**src/rtl/track_pkg.sv**
```systemverilog
// track_pkg: shared cell encoding, lane count and LFSR step for the obstacle track.
package track_pkg;
   typedef enum logic [1:0] {
      EMPTY    = 2'd0,
      OBSTACLE = 2'd1,
      POWERUP  = 2'd2
   } cell_t;
   localparam int NUM_LANES = 3;
   // Taps at bits 15, 13, 12, 10.
   localparam logic [15:0] LFSR_TAPS = 16'hB400;
   function automatic logic [15:0] lfsr_next(input logic [15:0] l);
      return {l[14:0], ^(l & LFSR_TAPS)};
   endfunction
endpackage

```
**src/rtl/lfsr16.sv**
```systemverilog
// lfsr16: 16-bit Fibonacci LFSR with seed load and advance enable; a zero seed becomes 16'h0001.
module lfsr16
   import track_pkg::*;
#(
   parameter logic [15:0] SEED = 16'h0001
) (
   input  logic        clk_i,
   input  logic        rst_ni,
   input  logic        load_i,
   input  logic        en_i,
   output logic [15:0] state_o
);
   localparam logic [15:0] SEED_EFF = (SEED == 16'h0000) ? 16'h0001 : SEED;
   logic [15:0] state_q, state_d;
   always_comb state_d = load_i ? SEED_EFF : en_i ? lfsr_next(state_q) : state_q;
   always_ff @(posedge clk_i or negedge rst_ni) begin
      if (!rst_ni) state_q <= SEED_EFF;
      else state_q <= state_d;
   end
   assign state_o = state_q;
endmodule

```
**src/rtl/obstacle_track.sv**
```systemverilog
// obstacle_track: three-lane obstacle/powerup field with scroll-driven spawning and collision strobes.
// Define OBSTACLE_POWERUP_EN to let spawned items become powerups.
module obstacle_track
   import track_pkg::*;
#(
   parameter int          NUM_SLOTS = 16,
   parameter int          MIN_GAP   = 2,
   parameter logic [15:0] LFSR_SEED = 16'h0001
) (
   input  logic                       clk_in,
   input  logic                       rst_n_in,
   input  logic                       pulse,
   input  logic                       playing,
   input  logic                       reset_game,
   input  logic [1:0]                 lane,
   input  logic                       jump,
   output logic                       died,
   output logic                       got_powerup,
   output logic [3*NUM_SLOTS*2-1:0]   track_out
);
   localparam int GW = $clog2(MIN_GAP + 2);
   cell_t         track_q [NUM_LANES][NUM_SLOTS];
   cell_t         track_d [NUM_LANES][NUM_SLOTS];
   logic [GW-1:0] gap_q, gap_d;
   logic [15:0]   lfsr_q;
   logic          scroll, spawn, hit, died_q, died_d;
   cell_t         cur, item;
   assign scroll = pulse & playing;
   lfsr16 #(.SEED(LFSR_SEED)) u_lfsr (
      .clk_i   (clk_in),
      .rst_ni  (rst_n_in),
      .load_i  (reset_game),
      .en_i    (scroll),
      .state_o (lfsr_q)
   );
   // Spawn decode looks at the value the LFSR advances to on this edge.
`ifdef OBSTACLE_POWERUP_EN
   logic [4:0] v;
   logic       pw_q, pw_d;
   assign v    = 5'(lfsr_next(lfsr_q));
   assign item = (v[4:2] == 3'b111) ? POWERUP : OBSTACLE;
   assign pw_d = ~reset_game & hit & (cur == POWERUP);
   always_ff @(posedge clk_in or negedge rst_n_in) begin
      if (!rst_n_in) pw_q <= 1'b0;
      else pw_q <= pw_d;
   end
   assign got_powerup = pw_q;
`else
   logic [1:0] v;
   assign v           = 2'(lfsr_next(lfsr_q));
   assign item        = OBSTACLE;
   assign got_powerup = 1'b0;
`endif
   assign spawn = (gap_q >= GW'(MIN_GAP)) && (v[1:0] != 2'd3);
   always_comb begin
      cur = EMPTY;
      for (int l = 0; l < NUM_LANES; l++) if (lane == 2'(l)) cur = track_q[l][0];
   end
   assign hit    = playing & ~jump & ((cur == OBSTACLE) | (cur == POWERUP));
   assign died_d = ~reset_game & hit & (cur == OBSTACLE);
   always_comb gap_d = reset_game ? GW'(MIN_GAP) : !scroll ? gap_q : spawn ? '0 :
                       (gap_q >= GW'(MIN_GAP)) ? gap_q : gap_q + 1'b1;
   // A hit without a scroll consumes the cell so it cannot strobe twice.
   always_comb begin
      track_d = track_q;
      for (int l = 0; l < NUM_LANES; l++) begin
         if (scroll) begin
            for (int s = 0; s < NUM_SLOTS - 1; s++) track_d[l][s] = track_q[l][s+1];
            track_d[l][NUM_SLOTS-1] = (spawn && v[1:0] == 2'(l)) ? item : EMPTY;
         end else if (hit && lane == 2'(l)) track_d[l][0] = EMPTY;
         if (reset_game) for (int s = 0; s < NUM_SLOTS; s++) track_d[l][s] = EMPTY;
      end
   end
   always_ff @(posedge clk_in or negedge rst_n_in) begin
      if (!rst_n_in) begin
         for (int l = 0; l < NUM_LANES; l++)
            for (int s = 0; s < NUM_SLOTS; s++) track_q[l][s] <= EMPTY;
         gap_q  <= GW'(MIN_GAP);
         died_q <= 1'b0;
      end else begin
         track_q <= track_d;
         gap_q   <= gap_d;
         died_q  <= died_d;
      end
   end
   assign died = died_q;
   always_comb begin
      track_out = '0;
      for (int l = 0; l < NUM_LANES; l++)
         for (int s = 0; s < NUM_SLOTS; s++) track_out[(l*NUM_SLOTS+s)*2 +: 2] = track_q[l][s];
   end
endmodule
```
**config.mk**
```make
export PLATFORM = sky130hd
export DESIGN_NAME = obstacle_track
export DESIGN_NICKNAME = d
export VERILOG_FILES = /design/src/rtl/track_pkg.sv /design/src/rtl/lfsr16.sv /design/src/rtl/obstacle_track.sv
export SDC_FILE = /design/constraint.sdc
export NUM_CORES = 1
export LEC_CHECK = 0
export BUFFER_PORTS_ARGS = -buffer_cell sky130_fd_sc_hd__clkbuf_2
export CORE_ASPECT_RATIO = 1.1
export CORE_MARGIN = 5
export CORE_UTILIZATION = 45
export DETAILED_ROUTE_END_ITERATION = 8
export HOLD_SLACK_MARGIN = 0.02
export PLACE_DENSITY = 0.8
export REMOVE_ABC_BUFFERS = 1
export SYNTH_ARGS = -nofsm -noshare
export SYNTH_HDL_FRONTEND = slang
export SYNTH_SLANG_ARGS = --single-unit
```
**constraint.sdc**
```tcl
create_clock -name clk_in -period 1.3 [get_ports clk_in]
set_clock_uncertainty 0.05 [all_clocks]
set_input_delay 0.195 -clock clk_in [delete_from_list [all_inputs] [get_ports clk_in]]
set_output_delay 0.195 -clock clk_in [all_outputs]
set_load 0.01 [all_outputs]
```
==> results of run 1 <==
==> how the worst max path moves through the flow <==
stage,start,endpoint,cells past startpoint,slack (ns)
3_3_place_gp,gap_q[0],track_out[94],5,-0.09
5_1_grt,gap_q[0],gap_q[1],5,-0.1
2_1_floorplan,playing,track_out[0],3,-2.02
6_report,gap_q[0],gap_q[1],5,-0.04
4_1_cts,gap_q[0],gap_q[1],5,-0.05
3_5_place_dp,gap_q[0],gap_q[1],5,-0.13
==> stage by stage <==
step	TNS [ns]	total power [mW]
floorplan	-112.27	2.29
global placement	-0.168	2.43
detailed placement	-0.350	2.44
CTS	-0.0542	4.38
global route	-0.280	4.52
finish	-0.0582	4.34
==> kinds of logic after synthesis <==
group / Yosys count / synth area share [%]
flops: 67 / 56.2
other cells: 1 / 0.125
simple gates: 20 / 3.93
compound gates: 69 / 20.1
buf+inv: 64 / 17.0
xor+xnor: 3 / 1.63
fa+ha+maj: 1 / 0.418
mux: 2 / 0.669
==> power groups by stage <==
stage               Combinational [mW]  Clock (mW)  Sequential [mW]
floorplan                        0.136           0             2.15
global placement                 0.277           0             2.15
detailed placement               0.285           0             2.15
CTS                              0.296        1.97             2.11
global route                     0.339        2.07             2.11
finish                           0.301        1.92             2.11
==> area by class of cell <==
| type | instances | area [sq um] | share of cell area (%) |
|---|---|---|---|
| Sequential cell | 67 | 1680 | 47.8 |
| Multi-Input combinational cell | 144 | 1040 | 29.5 |
| Timing Repair Buffer | 74 | 468 | 13.3 |
| Clock buffer | 9 | 124 | 3.52 |
| Tap cell | 82 | 103 | 2.92 |
| Clock inverter | 7 | 98.8 | 2.81 |
| Inverter | 1 | 3.75 | 0.107 |
==> sequential cells by signal (all words and copies together), names as in the netlist <==
| signal | cells |
|---|---|
| died | 1 |
| gap_q | 2 |
| track_out | 48 |
| u_lfsr.state_o | 16 |
==> cell usage after synthesis (all sizes together) <==
library cell,instances,area (sq um)
mux2i,2,20.0
or2,2,12.5
o21a,1,7.51
nand4b,1,8.76
o41ai,1,16.3
nand2b,1,6.26
dfstp,2,52.6
buf,63,504
conb,1,3.75
nor4,1,6.26
nor2,2,7.51
nor3,1,5.00
ha,1,12.5
o311ai,1,8.76
a22o,58,510
a21oi,3,15.0
dfrtp,65,1630
and3,1,6.26
xnor2,3,48.8
or3b,2,17.5
o211ai,1,7.51
nand2,5,18.8
nor2b,1,6.26
nand3b,1,7.51
and3b,1,8.76
inv,1,3.75
o21ai,1,5.00
a32o,3,30.0
or3,1,6.26
==> worst register-to-register path: stages, from the launching register on <==
cell	delay, ns
dfrtp_1	0.36
inv_2	0.05
ha_4	0.15
or2_4	0.25
or3_1	0.30
o211ai_1	0.09
==> layer usage <==
metal / share of wire, % / up-vias / global-route usage (%)
met3: 10 / 6 / 6.31
met1: 43 / 969 / 19.8
li1: - / 876 / -
met5: 0 / - / 0
met2: 46 / 92 / 18.5
met4: 0.70 / 0 / 4.99
==> repair_timing <==
item | 4_1_cts | 5_1_grt
hold endpoints to repair | 65 | 0
hold buffers | 1 | 0
buffers inserted | 0 | 2
pin swaps | 1 | 1
gates resized for setup | 7 | 2
endpoints found under the setup margin | 5 | 5
==> impl_metrics.csv, run 1 <==
group,metric,value,unit
outcome,status,"finished, violations left",
outcome,violations,"negative setup slack",
placement,dpl.hpwl,4.02,mm
cts,cts_tree,"done",
drt,finalWirelength,5.69,mm
final_layout,final_common_cell,"dfrtp_1",
min_path,hold_end,"died",
floorplanning,dieArea,8380,sq um
final_layout,final_cell_mix,"65 x dfrtp_1, 56 x a22o_1, 55 x clkbuf_2",
pwr,pwr-share-seq,48.7,%
critical_path,worstSetupStartpointType,"flip-flop",
critical_path,crit_family,"simple AND/OR/NAND/NOR gates",
placement,placed_cell_area,3220,sq um
timing,period_minus_slack,1.34,ns
cts,cts.htree.levels,3,
timing,slew_viol_final,0,
final_layout,drive_gt1_share,35.1,%
placement,place_congestion,0.841,
final_layout,fillCellCount,579,
critical_path,cp.arrival,1.54,ns
placement,port_buffers,56,
drt,vias,1943,
cts,cts_sinks,67,
cts,clkLatencyLatePin,0.34,ns
critical_path,required,1.50,ns
critical_path,ff2ff_setup_slack,-0.04,ns
critical_path,end_kind,"flip-flop",
critical_path,r2r-end,"gap_q[1]",
yosys,yosysWarnings,0,
drt,drc,0,
pwr,p_clk_share,44.4,%
drt,ant_nets,0,
pwr,switchingPower,1.06,mW
critical_path,cp_slowest_cell,"dfrtp_1",
final_layout,fin_util,53.9,%
cts,clock_path_buffers,2,
critical_path,reg2regPathDepth,5,
global_routing,antenna_found_initial,0,
timing,rsz0062_at_grt,"yes",
global_routing,grt_first_pass_wirelength,8.91,mm
min_path,worstHoldStart,"reset_game",
final_layout,layoutNonFillerInstCount,384,
yosys,synth_cells,227,
pwr,leakage,1.83,nW
pwr,switching_share,24.4,%
timing,hold_viol,0,
final_layout,diodes,0,
floorplanning,start_util,45.9,%
drt,dr.first_iter.drc_count,95,
pwr,irDropWorstVdd,0.614,mV
drt,first_pass_iters,5,
global_routing,grt_usage,13.9,%
yosys,ys_ff_latch,67,
min_path,min_path_cells,2,
timing,setup_ws,-0.0412,ns
critical_path,critPathBufInv,1,
floorplanning,rows,31,
critical_path,r2r_start,"gap_q[0]",
global_routing,grt_pass1_vias,1799,
cts,cts_buffers,9,
cts,root_buffer,"clkbuf_8",
floorplanning,die_y,95.5,microns
placement,place_ws,-0.126,ns
yosys,synth.distinct_cells,33,
final_layout,final_cell_area,3510,sq um
floorplanning,die_x,87.7,microns
pwr,p_per_area,1230,nW/um^2
yosys,syn_area_per_cell,13.2,sq um
critical_path,critical_path_class,"flip-flop to flip-flop",
cts,clk_pin_slew,0.07,ns
yosys,synth_area,2990,sq um
timing,fmax,746,MHz
drt,viasPerCell,5.06,
critical_path,cp_cell_sequence,"inv_2, ha_4, or2_4, or3_1, o211ai_1",
final_layout,finalNetCount,306,
pwr,intPower,3.28,mW
critical_path,cp_max_fo,3,
timing,fin_hold_ws,0.0843,ns
global_routing,grt-ovfl-total,0,
global_routing,grt_max_degree,33,
final_layout,syn_to_final_growth,17.5,%
drt,routedWlPerCell,14.8,microns
pwr,combPwrFrac,6.9,%
yosys,synth.yosys.seq_area_share,56.2,%
run,max_cap_violations,0,
floorplanning,ios,106,
min_path,holdCritPathClass,"primary input to flip-flop",
critical_path,critPathMaxStageDelay,0.36,ns
placement,dp_cells,365,
floorplanning,core,6520,sq um
timing,period_share,103,%
timing,final-setup-viol-count,3,
(Power assumes the default switching activity.)
==> inputs of run 2 (changes only) <==
- CTS_BUF_LIST: unset -> sky130_fd_sc_hd__clkbuf_16
- PLACE_DENSITY: 0.8 -> 0.88
==> impl_metrics.csv, run 2 (same netlist as run 1, synthesis figures left out) <==
group,metric,value,unit
global_routing,grt_usage,15.2,%
global_routing,grt_first_pass_wirelength,9.84,mm
pwr,leakage,1.87,nW
min_path,holdCritPathClass,"primary input to flip-flop",
timing,finalSetupTns,-0.0579,ns
min_path,worstHoldStart,"lane[1]",
timing,fin_hold_ws,0.186,ns
final_layout,diodes,0,
pwr,intPower,3.71,mW
final_layout,final_common_cell,"dfrtp_1",
outcome,violations,"negative setup slack",
critical_path,r2r-end,"gap_q[1]",
critical_path,required,1.50,ns
global_routing,grt_use_met2,22.9,%
timing,final-setup-viol-count,3,
critical_path,reg2regPathDepth,3,
timing,setup_ws,-0.0379,ns
global_routing,grt.met1_usage,20.9,%
final_layout,drive_gt1_share,34.4,%
global_routing,use_met3,4.41,%
drt,finalWirelength,6.16,mm
pwr,p_per_area,1360,nW/um^2
critical_path,r2r_start,"gap_q[1]",
floorplanning,ios,106,
placement,placed_cell_area,3230,sq um
critical_path,critical_path_class,"flip-flop to flip-flop",
drt,vias,1944,
final_layout,fin_util,55.0,%
min_path,hold_end,"died",
timing,slew_viol_final,0,
global_routing,grt_pass1_vias,1946,
timing,hold_viol,0,
placement,place_congestion,0.779,
placement,dpl.hpwl,4.33,mm
cts,cts_buffers,9,
floorplanning,core,6520,sq um
critical_path,ff2ff_setup_slack,-0.04,ns
global_routing,antenna_found_initial,0,
final_layout,final_cell_area,3580,sq um
timing,fmax,747,MHz
critical_path,worstSetupStartpointType,"flip-flop",
drt,viasPerCell,5.06,
global_routing,grt-ovfl-total,0,
outcome,status,"finished, violations left",
floorplanning,dieArea,8380,sq um
pwr,pwr-share-seq,43.3,%
critical_path,cp.arrival,1.54,ns
timing,period_share,103,%
floorplanning,die_x,87.7,microns
pwr,switchingPower,1.18,mW
cts,cts_sinks,67,
pwr,finalPower,4.89,mW
pwr,switching_share,24.2,%
global_routing,busiest_layer,"met2",
pwr,combPwrFrac,6.2,%
cts,cts.htree.levels,3,
pwr,p_clk_share,50.5,%
global_routing,grt_max_degree,28,
floorplanning,die_y,95.5,microns
drt,drc,0,
final_layout,final_cell_mix,"65 x dfrtp_1, 56 x a22o_1, 55 x clkbuf_2",
timing,period_minus_slack,1.34,ns
critical_path,end_kind,"flip-flop",
floorplanning,start_util,45.9,%
timing,rsz0062_at_grt,"yes",
drt,routedWlPerCell,16.0,microns
drt,ant_nets,0,
pwr,irDropWorstVdd,0.861,mV
drt,first_pass_iters,4,
floorplanning,rows,31,
cts,clkLatencyLatePin,0.33,ns
run,max_cap_violations,0,
final_layout,syn_to_final_growth,19.8,%
cts,root_buffer,"clkbuf_16",
cts,cts_tree,"done",
drt,dr.first_iter.drc_count,98,
min_path,min_path_cells,3,
cts,clock_path_buffers,2,
final_layout,largest_reg_flops,48,
final_layout,finalNetCount,306,
placement,port_buffers,56,
cts,clk_pin_slew,0.06,ns
critical_path,cp_max_fo,2,
==> run 2: worst max path at each step <==
stage                   from             to  slack (ns)
detailed placement  gap_q[0]  track_out[94]       -0.11
CTS                 gap_q[1]       gap_q[1]       -0.05
finish              gap_q[1]       gap_q[1]       -0.04
floorplan            playing   track_out[0]       -2.02
global route        gap_q[1]       gap_q[1]       -0.08
global placement    gap_q[0]  track_out[94]       -0.09
==> run 2: what timing repair did <==
item | CTS | global route
buffers inserted | 1 | 0
gates resized for setup | 5 | 1
endpoints found under the hold margin | 9 | 0
endpoints found under the setup margin | 4 | 5
hold buffers | 1 | 0
pin swaps | 3 | 2
==> run 2: power groups by stage <==
stage / clock network [mW] / logic, mW / registers, mW
after floorplan: 0 / 0.136 / 2.15
after global placement: 0 / 0.278 / 2.15
after detailed placement: 0 / 0.289 / 2.15
after CTS: 2.51 / 0.299 / 2.12
after global routing: 2.61 / 0.342 / 2.12
final: 2.47 / 0.304 / 2.12
==> run 2: per-layer routing <==
metal / routed length, microns / vias to the layer above
met3: 456 / 6
met4: 53 / 0
met2: 3010 / 77
li1: - / 878
met1: 2640 / 983
met5: 0 / -
==> run 2: stage by stage <==
step | std cells | worst slack, ns
2_1_floorplan | 212 | -2.02
4_1_cts | 384 | -0.0527
5_1_grt | 384 | -0.0809
3_3_place_gp | 366 | -0.0947
3_5_place_dp | 366 | -0.113
6_report | 384 | -0.0379
==> run 2: cell type report <==
class	count	area, sq um
fill	552	2930
sequential	67	1680
multi-input combinational	144	1020
timing repair buffer	74	472
clock buffer	9	225
tap	82	103
clock inverter	7	82.6
inverter	1	3.75
==> run 2: worst max-delay path, cell delays in order (launching register included) <==
cell	delay, ns
dfstp_2	0.56
ha_4	0.20
or3_1	0.36
o211ai_1	0.09
==> inputs of run 3 (changes only) <==
- CORE_UTILIZATION: 45 -> 46
- CTS_BUF_LIST: sky130_fd_sc_hd__clkbuf_16 -> sky130_fd_sc_hd__clkbuf_4
- PLACE_DENSITY: 0.88 -> 0.9
==> impl_metrics.csv, run 3 (same netlist as run 1, synthesis figures left out) <==
group,metric,value,unit
outcome,status,"finished, violations left",
outcome,violations,"negative setup slack",
pwr,intPower,2.80,mW
final_layout,final_cell_mix,"65 x dfrtp_1, 56 x a22o_1, 55 x clkbuf_2",
global_routing,grt_max_degree,35,
drt,dr.first_iter.drc_count,87,
run,max_cap_violations,0,
final_layout,drive_gt1_share,35.1,%
cts,clk_pin_slew,0.10,ns
final_layout,finalNetCount,306,
placement,placed_cell_area,3230,sq um
drt,drc,0,
critical_path,end_kind,"flip-flop",
pwr,pwr-share-seq,55.6,%
pwr,leakage,1.80,nW
timing,final-setup-viol-count,3,
timing,rsz0062_at_grt,"yes",
final_layout,syn_to_final_growth,14.7,%
pwr,p_clk_share,36.2,%
pwr,combPwrFrac,8.1,%
cts,cts_sinks,67,
critical_path,cp_max_fo,3,
final_layout,diodes,0,
pwr,switching_share,26.2,%
critical_path,worstSetupStartpointType,"flip-flop",
floorplanning,core,6230,sq um
critical_path,r2r_start,"gap_q[0]",
cts,clock_path_buffers,2,
drt,finalWirelength,5.98,mm
critical_path,critPathMaxStageDelay,0.37,ns
pwr,p_per_area,1110,nW/um^2
drt,ant_nets,0,
placement,place_ws,-0.162,ns
min_path,worstHoldStart,"jump",
cts,root_buffer,"clkbuf_4",
placement,port_buffers,56,
drt,routedWlPerCell,15.7,microns
global_routing,antenna_found_initial,0,
timing,period_minus_slack,1.37,ns
pwr,switchingPower,997,uW
drt,viasPerCell,5.12,
cts,clkLatencyLatePin,0.41,ns
floorplanning,dieArea,8220,sq um
global_routing,grt-ovfl-total,0,
floorplanning,die_y,94.6,microns
floorplanning,ios,106,
drt,first_pass_iters,4,
pwr,irDropWorstVdd,0.753,mV
cts,cts_buffers,9,
critical_path,critical_path_class,"flip-flop to flip-flop",
cts,cts.htree.levels,3,
final_layout,final_common_cell,"dfrtp_1",
timing,fmax,730,MHz
final_layout,final_cell_area,3430,sq um
floorplanning,die_x,86.9,microns
placement,place_congestion,0.804,
critical_path,cp.arrival,1.65,ns
critical_path,required,1.58,ns
min_path,holdCritPathClass,"primary input to flip-flop",
global_routing,grt_pass1_vias,1946,
timing,setup_ws,-0.0701,ns
critical_path,cp_cell_sequence,"inv_2, ha_4, or2_4, or3_1, o211ai_1",
critical_path,crit_family,"simple AND/OR/NAND/NOR gates",
floorplanning,rows,30,
drt,vias,1956,
critical_path,crit_path_start,"gap_q[0]",
placement,dpl.hpwl,4.16,mm
timing,hold_viol,0,
global_routing,grt_first_pass_wirelength,9.72,mm
timing,period_share,105,%
floorplanning,start_util,48.0,%
cts,cts_tree,"done",
critical_path,cp_slowest_cell,"dfrtp_1",
timing,slew_viol_final,0,
timing,fin_hold_ws,0.0586,ns
final_layout,largest_reg_flops,48,
global_routing,grt_usage,15.1,%
critical_path,critPathBufInv,1,
-- run 3: changes by cell type in the layout (fill, tap and decap cells not counted), moves of 2 or more --
cell,change
clkbuf_16,-9
clkbuf_4,+10
clkinv_2,+2
inv_6,-2
-- run 3: cell type report --
class                           instances  area [sq um]
Inverter                                1          3.75
Fill cell                             543          2800
Timing Repair Buffer                   74           468
Tap cell                               80           100
Sequential cell                        67          1680
Clock buffer                           10          75.1
Multi-Input combinational cell        144          1040
Clock inverter                          6          65.1
-- run 3: routing by layer --
layer | track usage [%] | share of wire (%) | vias to the layer above
li1 | - | - | 874
met1 | 21.4 | 44 | 979
met2 | 21.7 | 45 | 95
met3 | 4.54 | 9.9 | 8
met4 | 5.71 | 1.2 | 0
met5 | 0 | 0 | -
-- run 3: power groups by stage --
stage	logic (mW)	clock network [mW]	registers [mW]
floorplan	0.136	0	2.15
global placement	0.279	0	2.15
detailed placement	0.291	0	2.15
CTS	0.303	1.41	2.11
global route	0.348	1.51	2.12
finish	0.309	1.38	2.11
-- run 3: repair_timing --
item                       4_1_cts  5_1_grt
pin swaps                        1        1
cloned                           0        0
hold endpoints to repair        65        0
setup endpoints to repair        5        5
hold buffers                     1        0
setup buffers                    1        0
gates resized for setup          7        2
-- run 3: worst paths after layout --
kind                            slack (ns)                end  depth (start not counted)
worst max register to register       -0.07           gap_q[1]                          5
max in group asynchronous             0.46      track_out[32]                          3
worst min-delay path                  0.06               died                          3
worst min register to register        0.46  u_lfsr.state_o[6]                          1
min in group asynchronous             0.16      track_out[80]                          2
worst max-delay path                 -0.07           gap_q[1]                          5
-- run 3: worst reg2reg max path, delay by kind of cell (launching register included) --
kind / cells / cell delay, ns
AND/OR/NAND/NOR: 2 / 0.57
flip-flops: 1 / 0.37
adder cells (fa/ha/maj): 1 / 0.16
AO/OA/AOI/OAI: 1 / 0.09
buffers and inverters: 1 / 0.05
-- run 3: per-stage QoR --
stage                     TNS [ns]  power, mW  util, %  std cells
after global placement      -0.170       2.43     51.8        364
final                       -0.103       3.80     55.0        382
after global routing        -0.289       3.97     55.0        382
after CTS                  -0.0855       3.83     54.8        382
after floorplan            -112.27       2.29        -        212
after detailed placement    -0.404       2.44     51.8        364
